$ cat src/rtl/instr_fetch_unit_if.sv
// Bus bundles of the fetch unit: instruction-memory request channel and
// the decode-side instruction stream.
interface instr_fetch_unit_imem_if;
    logic        imem_req;
    logic [31:0] imem_addr;
    logic        imem_gnt;
    logic        imem_rvalid;
    logic [31:0] imem_rdata;

    modport master (
        output imem_req,
        output imem_addr,
        input  imem_gnt,
        input  imem_rvalid,
        input  imem_rdata
    );

    modport slave (
        input  imem_req,
        input  imem_addr,
        output imem_gnt,
        output imem_rvalid,
        output imem_rdata
    );
endinterface

interface instr_fetch_unit_dec_if;
    logic        instr_valid;
    logic        instr_ready;
    logic [31:0] instr;
    logic [31:0] instr_pc;
    logic [6:0]  opc;

    modport master (
        output instr_valid,
        input  instr_ready,
        output instr,
        output instr_pc,
        output opc
    );

    modport slave (
        input  instr_valid,
        output instr_ready,
        input  instr,
        input  instr_pc,
        input  opc
    );
endinterface

$ cat src/rtl/instr_fetch_unit.sv
// RISC-V fetch front end: PC owner, single-outstanding imem requester and a
// small instruction buffer feeding decode, with redirect/flush support.
module instr_fetch_unit_chk #(
    parameter int unsigned CNT_W = 2
) (
    input  logic clock,
    input  logic reset_n,
    input  logic full_i,
    input  logic push_i,
    input  logic pop_i
);
    a_no_push_when_full: assert property (@(posedge clock) disable iff (!reset_n)
        !(full_i && push_i && pop_i) && !(full_i && push_i));
endmodule

module instr_fetch_unit #(
    parameter logic [31:0] RESET_PC = 32'h0040_0000,
    parameter int unsigned DEPTH    = 2
) (
    input  logic                           clock,
    input  logic                           reset_n,
    input  logic                           redirect,
    input  logic [31:0]                    redirect_pc,
    instr_fetch_unit_imem_if.master        imem,
    instr_fetch_unit_dec_if.master         dec
);
    localparam int unsigned PTR_W = (DEPTH > 1) ? $clog2(DEPTH) : 1;
    localparam int unsigned CNT_W = $clog2(DEPTH + 1);
    localparam logic [CNT_W-1:0] DEPTH_C = CNT_W'(DEPTH);

    typedef enum logic [1:0] {
        ST_IDLE = 2'd0,
        ST_WAIT = 2'd1,
        ST_DROP = 2'd2
    } state_e;

    state_e             state_q, state_d;
    logic [31:0]        pc_q, pc_d;
    logic [31:0]        tag_q, tag_d;
    logic [31:0]        data_q [DEPTH];
    logic [31:0]        pcs_q  [DEPTH];
    logic [PTR_W-1:0]   rd_ptr_q, wr_ptr_q;
    logic [CNT_W-1:0]   count_q, count_d;
    logic [CNT_W-1:0]   occ_after_s;
    logic               push_s, pop_s, grant_s, req_s, valid_s;
    logic               redirect_lsb_unused_s;

    assign redirect_lsb_unused_s = ^redirect_pc[1:0];

    // Push/pop are suppressed during a redirect because the buffer is flushed.
    assign valid_s     = (count_q != CNT_W'(0));
    assign push_s      = (state_q == ST_WAIT) && imem.imem_rvalid && !redirect;
    assign pop_s       = valid_s && dec.instr_ready && !redirect;
    assign occ_after_s = count_q + CNT_W'(push_s) - CNT_W'(pop_s);
    assign count_d     = occ_after_s;
    assign grant_s     = req_s && imem.imem_gnt;

    always_ff @(posedge clock) begin
        if (!reset_n) begin
            state_q <= ST_IDLE;
        end else begin
            state_q <= state_d;
        end
    end

    always_comb begin
        state_d = state_q;
        if (redirect) begin
            if (grant_s) begin
                state_d = ST_DROP;
            end else if ((state_q != ST_IDLE) && !imem.imem_rvalid) begin
                state_d = ST_DROP;
            end else begin
                state_d = ST_IDLE;
            end
        end else begin
            case (state_q)
                ST_IDLE: state_d = grant_s ? ST_WAIT : ST_IDLE;
                ST_WAIT: state_d = imem.imem_rvalid ? (grant_s ? ST_WAIT : ST_IDLE) : ST_WAIT;
                ST_DROP: state_d = imem.imem_rvalid ? (grant_s ? ST_WAIT : ST_IDLE) : ST_DROP;
                default: state_d = ST_IDLE;
            endcase
        end
    end

    always_comb begin
        req_s = 1'b0;
        if (!reset_n) begin
            req_s = 1'b0;
        end else if (((state_q == ST_IDLE) || ((state_q == ST_WAIT) && imem.imem_rvalid))
                     && (occ_after_s < DEPTH_C)) begin
            req_s = 1'b1;
        end else begin
            req_s = 1'b0;
        end
    end

    always_comb begin
        pc_d  = pc_q;
        tag_d = tag_q;
        if (redirect) begin
            pc_d = {redirect_pc[31:2], 2'b00};
        end else if (grant_s) begin
            pc_d = pc_q + 32'd4;
        end else begin
            pc_d = pc_q;
        end
        if (grant_s) begin
            tag_d = pc_q;
        end else begin
            tag_d = tag_q;
        end
    end

    always_ff @(posedge clock) begin
        if (!reset_n) begin
            pc_q     <= RESET_PC;
            tag_q    <= 32'h0;
            rd_ptr_q <= PTR_W'(0);
            wr_ptr_q <= PTR_W'(0);
            count_q  <= CNT_W'(0);
            for (int i = 0; i < DEPTH; i++) begin
                data_q[i] <= 32'h0;
                pcs_q[i]  <= 32'h0;
            end
        end else begin
            pc_q  <= pc_d;
            tag_q <= tag_d;
            if (redirect) begin
                rd_ptr_q <= PTR_W'(0);
                wr_ptr_q <= PTR_W'(0);
                count_q  <= CNT_W'(0);
            end else begin
                if (push_s) begin
                    data_q[wr_ptr_q] <= imem.imem_rdata;
                    pcs_q[wr_ptr_q]  <= tag_q;
                    wr_ptr_q         <= wr_ptr_q + PTR_W'(1);
                end
                if (pop_s) begin
                    rd_ptr_q <= rd_ptr_q + PTR_W'(1);
                end
                count_q <= count_d;
            end
        end
    end

    assign imem.imem_req   = req_s;
    assign imem.imem_addr  = pc_q;
    assign dec.instr_valid = valid_s;
    assign dec.instr       = data_q[rd_ptr_q];
    assign dec.instr_pc    = pcs_q[rd_ptr_q];
    assign dec.opc         = data_q[rd_ptr_q][6:0];

    instr_fetch_unit_chk #(.CNT_W(CNT_W)) u_chk (
        .clock   (clock),
        .reset_n (reset_n),
        .full_i  (count_q == DEPTH_C),
        .push_i  (push_s),
        .pop_i   (pop_s)
    );
endmodule

$ cat src/flat_wrapper.sv
// flat-port wrapper written by rule: the top's interface ports become plain ports
module instr_fetch_unit_flat 
#(
    parameter logic [31:0] RESET_PC = 32'h0040_0000,
    parameter int unsigned DEPTH    = 2
)
  (clock, reset_n, redirect, redirect_pc, imem_imem_req, imem_imem_addr, imem_imem_gnt, imem_imem_rvalid, imem_imem_rdata, dec_instr_valid, dec_instr_ready, dec_instr, dec_instr_pc, dec_opc);
  instr_fetch_unit_imem_if imem_i ();
  instr_fetch_unit_dec_if dec_i ();
  input  logic clock;
  input  logic reset_n;
  input  logic redirect;
  input  logic [31:0] redirect_pc;
  output wire logic [$bits(imem_i.imem_req)-1:0] imem_imem_req;
  output wire logic [$bits(imem_i.imem_addr)-1:0] imem_imem_addr;
  input wire logic [$bits(imem_i.imem_gnt)-1:0] imem_imem_gnt;
  input wire logic [$bits(imem_i.imem_rvalid)-1:0] imem_imem_rvalid;
  input wire logic [$bits(imem_i.imem_rdata)-1:0] imem_imem_rdata;
  output wire logic [$bits(dec_i.instr_valid)-1:0] dec_instr_valid;
  input wire logic [$bits(dec_i.instr_ready)-1:0] dec_instr_ready;
  output wire logic [$bits(dec_i.instr)-1:0] dec_instr;
  output wire logic [$bits(dec_i.instr_pc)-1:0] dec_instr_pc;
  output wire logic [$bits(dec_i.opc)-1:0] dec_opc;
  assign imem_imem_req = imem_i.imem_req;
  assign imem_imem_addr = imem_i.imem_addr;
  assign imem_i.imem_gnt = imem_imem_gnt;
  assign imem_i.imem_rvalid = imem_imem_rvalid;
  assign imem_i.imem_rdata = imem_imem_rdata;
  assign dec_instr_valid = dec_i.instr_valid;
  assign dec_i.instr_ready = dec_instr_ready;
  assign dec_instr = dec_i.instr;
  assign dec_instr_pc = dec_i.instr_pc;
  assign dec_opc = dec_i.opc;
  instr_fetch_unit #(.RESET_PC(RESET_PC), .DEPTH(DEPTH)) u_core (.clock(clock), .reset_n(reset_n), .redirect(redirect), .redirect_pc(redirect_pc), .imem(imem_i), .dec(dec_i));
endmodule
$ cat config.mk
export PLATFORM = sky130hd
export DESIGN_NAME = instr_fetch_unit_flat
export DESIGN_NICKNAME = d
export VERILOG_FILES = /design/src/rtl/instr_fetch_unit_if.sv /design/src/rtl/instr_fetch_unit.sv /design/src/flat_wrapper.sv
export SDC_FILE = /design/constraint.sdc
export NUM_CORES = 1
export LEC_CHECK = 0
export BUFFER_PORTS_ARGS = -buffer_cell sky130_fd_sc_hd__buf_2
export CORE_MARGIN = 3
export CORE_UTILIZATION = 52
export CTS_CLUSTER_SIZE = 12
export DETAILED_ROUTE_END_ITERATION = 16
export PLACE_DENSITY_LB_ADDON = 0.12
export SKIP_CTS_REPAIR_TIMING = 1
export SLEW_MARGIN = 0
export SYNTH_ARGS = -nofsm -noshare
export SYNTH_HDL_FRONTEND = slang
export SYNTH_SLANG_ARGS = --single-unit
$ cat constraint.sdc
create_clock -name clock -period 17.1 [get_ports clock]
set_clock_uncertainty 0.15 [all_clocks]
set_input_delay 3.42 -clock clock [delete_from_list [all_inputs] [get_ports clock]]
set_output_delay 3.42 -clock clock [all_outputs]
set_load 0.005 [all_outputs]
==> results.py <==
metrics = {
    "outcome": {
        "outcome": "complete, no violations",
    },
    "pwr": {
        "power_density_nw_per_um2": 97.1,
        "ir_drop_uv": 70.0,
        "power_leakage_uw": 0.00413,
    },
    "global_route": {
        "antenna_found_initial": 0,
        "overflow": 0,
        "grt_pass1_vias": 5859,
        "grt_use_total_pct": 21.0,
        "grt_max_degree": 73,
        "grt_first_pass_wirelength_um": 29700,
    },
    "final_layout": {
        "fin_area_um2": 10000,
        "nets": 911,
        "multi_input_area_um2": 3200,
        "n_fill_cell": 1299,
        "layout-drive-gt1-share_pct": 32.2,
        "diodes": 0,
        "layout.area.seq_um2": 5070,
        "area_delta_synth_final_pct": 17.9,
    },
    "clock_network": {
        "clock-sinks": 191,
        "cts_tree": "built",
        "cts_made_buffers": 17,
        "path_clk_slew_ns": 0.06,
        "worstSkewPairLatency_ns": 0.42,
        "cts_root_buf": "clkbuf_16",
        "clock_path_buffers": 2,
        "cts_htree_levels": 4,
    },
    "floorplanning": {
        "rows": 46,
        "dieArea_um2": 17900,
        "start_util_pct": 53.4,
        "core_um2": 15900,
        "die_w_um": 134,
        "die_height_um": 134,
        "num_io_pins": 175,
    },
    "synth": {
        "synth_top_area_cell": "edfxtp_1",
        "syn_area_um2": 8510,
        "syn_avg_cell_area_um2": 12.2,
        "yosysUniqueCellTypes": 42,
        "ys_warn_count": 0,
        "async_flop_share_pct": 0,
        "synth_enable_flop_cells": 124,
        "ys_seq_elements": 191,
        "synth_cells": 699,
        "ys_top_cells_by_area": "edfxtp_1 44%, dfxtp_1 16%, and2_1 9.2%",
        "ys.flop_type": "edfxtp_1",
        "yosysTopAreaCellShare_pct": 43.7,
        "synth_seq_area_share_pct": 59.5,
    },
    "worst_setup_path": {
        "crit_path_cell_trace": "buf_2 -> nor2_1 -> ha_1 -> inv_1 -> ha_1 -> xnor3_2 -> nand3_1 -> nor2_1 -> buf_2",
        "slowest_delay_ns": 0.29,
        "cpMaxStageDelayCell": "buf_2",
        "start_kind": "primary input",
        "path_delay_family": "adder cells",
        "worstPathArrival_ns": 4.98,
        "critPathLaunch": "redirect",
        "crit_buf_inv": 3,
        "r2r_start": "u_core.count_q[1]",
        "path_class": "primary input to primary output",
        "cp.required_ns": 13.53,
        "critPathMaxFanout": 15,
        "r2r_slack_ns": 13.28,
        "worstSetupEndpointType": "primary output",
    },
    "routing": {
        "vias_per_cell": 5.36,
        "first_iter_violations": 391,
        "wire_per_inst_um": 17.6,
        "drt_wl_total_um": 18700,
        "drc": 0,
        "drtAntennaViolNets": 0,
        "first_pass_iters": 4,
        "vias": 5723,
    },
    "hold_path": {
        "worstHoldStart": "u_core.tag_q[30]",
        "hold_path_class": "flip-flop to flip-flop",
    },
    "run": {
        "maxCapViolations": 0,
    },
    "place": {
        "portBuffers": 168,
        "dp_hpwl_um": 11800,
        "gp_congestion": 0.850,
        "placed_area_um2": 9450,
    },
    "timing": {
        "max_freq_mhz": 117,
        "worst_pin_slew_ns": 1.29,
        "slew_headroom_pct": 14.1,
        "setup_viol": 0,
        "fin_crit_sh_pct": 50.0,
        "min_period_ns": 8.55,
        "fin_tns_setup_ns": 0,
        "final_hold_viol_count": 0,
        "rsz0062_at_grt": "false",
        "drv_slew": 0,
    },
}
-- where the power goes --
group | switching [µW] | internal (µW)
logic | 36.1 | 30.4
registers | 12.7 | 509
clock network | 156 | 231
total | 205 | 770
-- Yosys cell counts (6+ instances only) --
cell / number
nand4_1: 9
clkbuf_1: 35
a21oi_1: 25
nor2_1: 15
xnor2_1: 17
dfxtp_1: 67
edfxtp_1: 124
nand2_1: 14
nor3_1: 6
inv_1: 8
nor4_1: 15
mux2i_1: 27
o21ai_0: 28
nand3_1: 12
nand2b_1: 6
buf_4: 11
mux2_2: 62
or3_1: 6
and2_1: 125
xor2_1: 7
nor2b_1: 31
a31oi_1: 7
buf_2: 6
-- layout by cell type (no fill, tap or decap), types with 15 or more instances in the layout --
master     Yosys  layout
buf_2          6     168
and2_1       125     125
edfxtp_1     124     124
dfxtp_1       67      66
mux2_2        62      62
nor2b_1       31      31
o21ai_0       28      28
mux2i_1       27      27
a21oi_1       25      25
clkbuf_16      0      18
xnor2_1       17      17
nor4_1        15      15
-- metal layers --
layer / up-vias / global-route usage, % / share of wire, %
li1: 2739 / - / -
met1: 2771 / 27.0 / 43
met2: 185 / 36.2 / 50
met3: 28 / 3.75 / 5.8
met4: 0 / 7.03 / 1.8
met5: - / 0 / 0
-- per-stage QoR --
| step | std cells | worst slack [ns] | util (%) | power [µW] | hold slack (ns) |
|---|---|---|---|---|---|
| after floorplan | 702 | 8.13 | - | 567 | 0.322 |
| after global placement | 1035 | 8.59 | 59.3 | 595 | 0.339 |
| after detailed placement | 1035 | 8.56 | 59.3 | 598 | 0.348 |
| after CTS | 1067 | 8.55 | 62.9 | 982 | 0.373 |
| after global routing | 1067 | 8.42 | 62.9 | 1010 | 0.403 |
| final | 1067 | 8.55 | 62.9 | 975 | 0.375 |
-- registers in the layout, summed over array words and instances, names as in the netlist, named ones only --
signal and flops:
u_core.tag_q 30, u_core.rd_ptr_q 1, u_core.wr_ptr_q 1, u_core.imem.imem_addr 30, u_core.data_q 64, u_core.pcs_q 60, u_core.count_q 2, u_core.state_q 2
-- kinds of logic after synthesis --
kind of cell	share of synthesized area, %
simple gates	17.8
other cells	0.0441
mux	11.4
fa+ha+maj	0.441
xor+xnor	2.75
buf+inv	3.44
compound gates	4.62
flops	59.5
-- tightest hold or removal path, stage by stage, from the launching register on --
cell and delay [ns]:
dfxtp_1 0.32, a21oi_1 0.12, nor2b_1 0.05
-- worst paths after layout --
kind | endpoint | cells past startpoint
max | imem_imem_req | 9
min | u_core.tag_q[30] | 2
max reg2reg | u_core.imem.imem_addr[5] | 12
min reg2reg | u_core.tag_q[30] | 2
-- cell type report --
cell class                 instances  area share [%]
clock buffer                      28            5.40
clock inverter                     4           0.461
inverter                           9           0.337
multi-input combinational        446            31.8
sequential                       191            50.5
tap                              216            2.69
timing repair buffer             173            8.75
(Power assumes the default switching activity.)
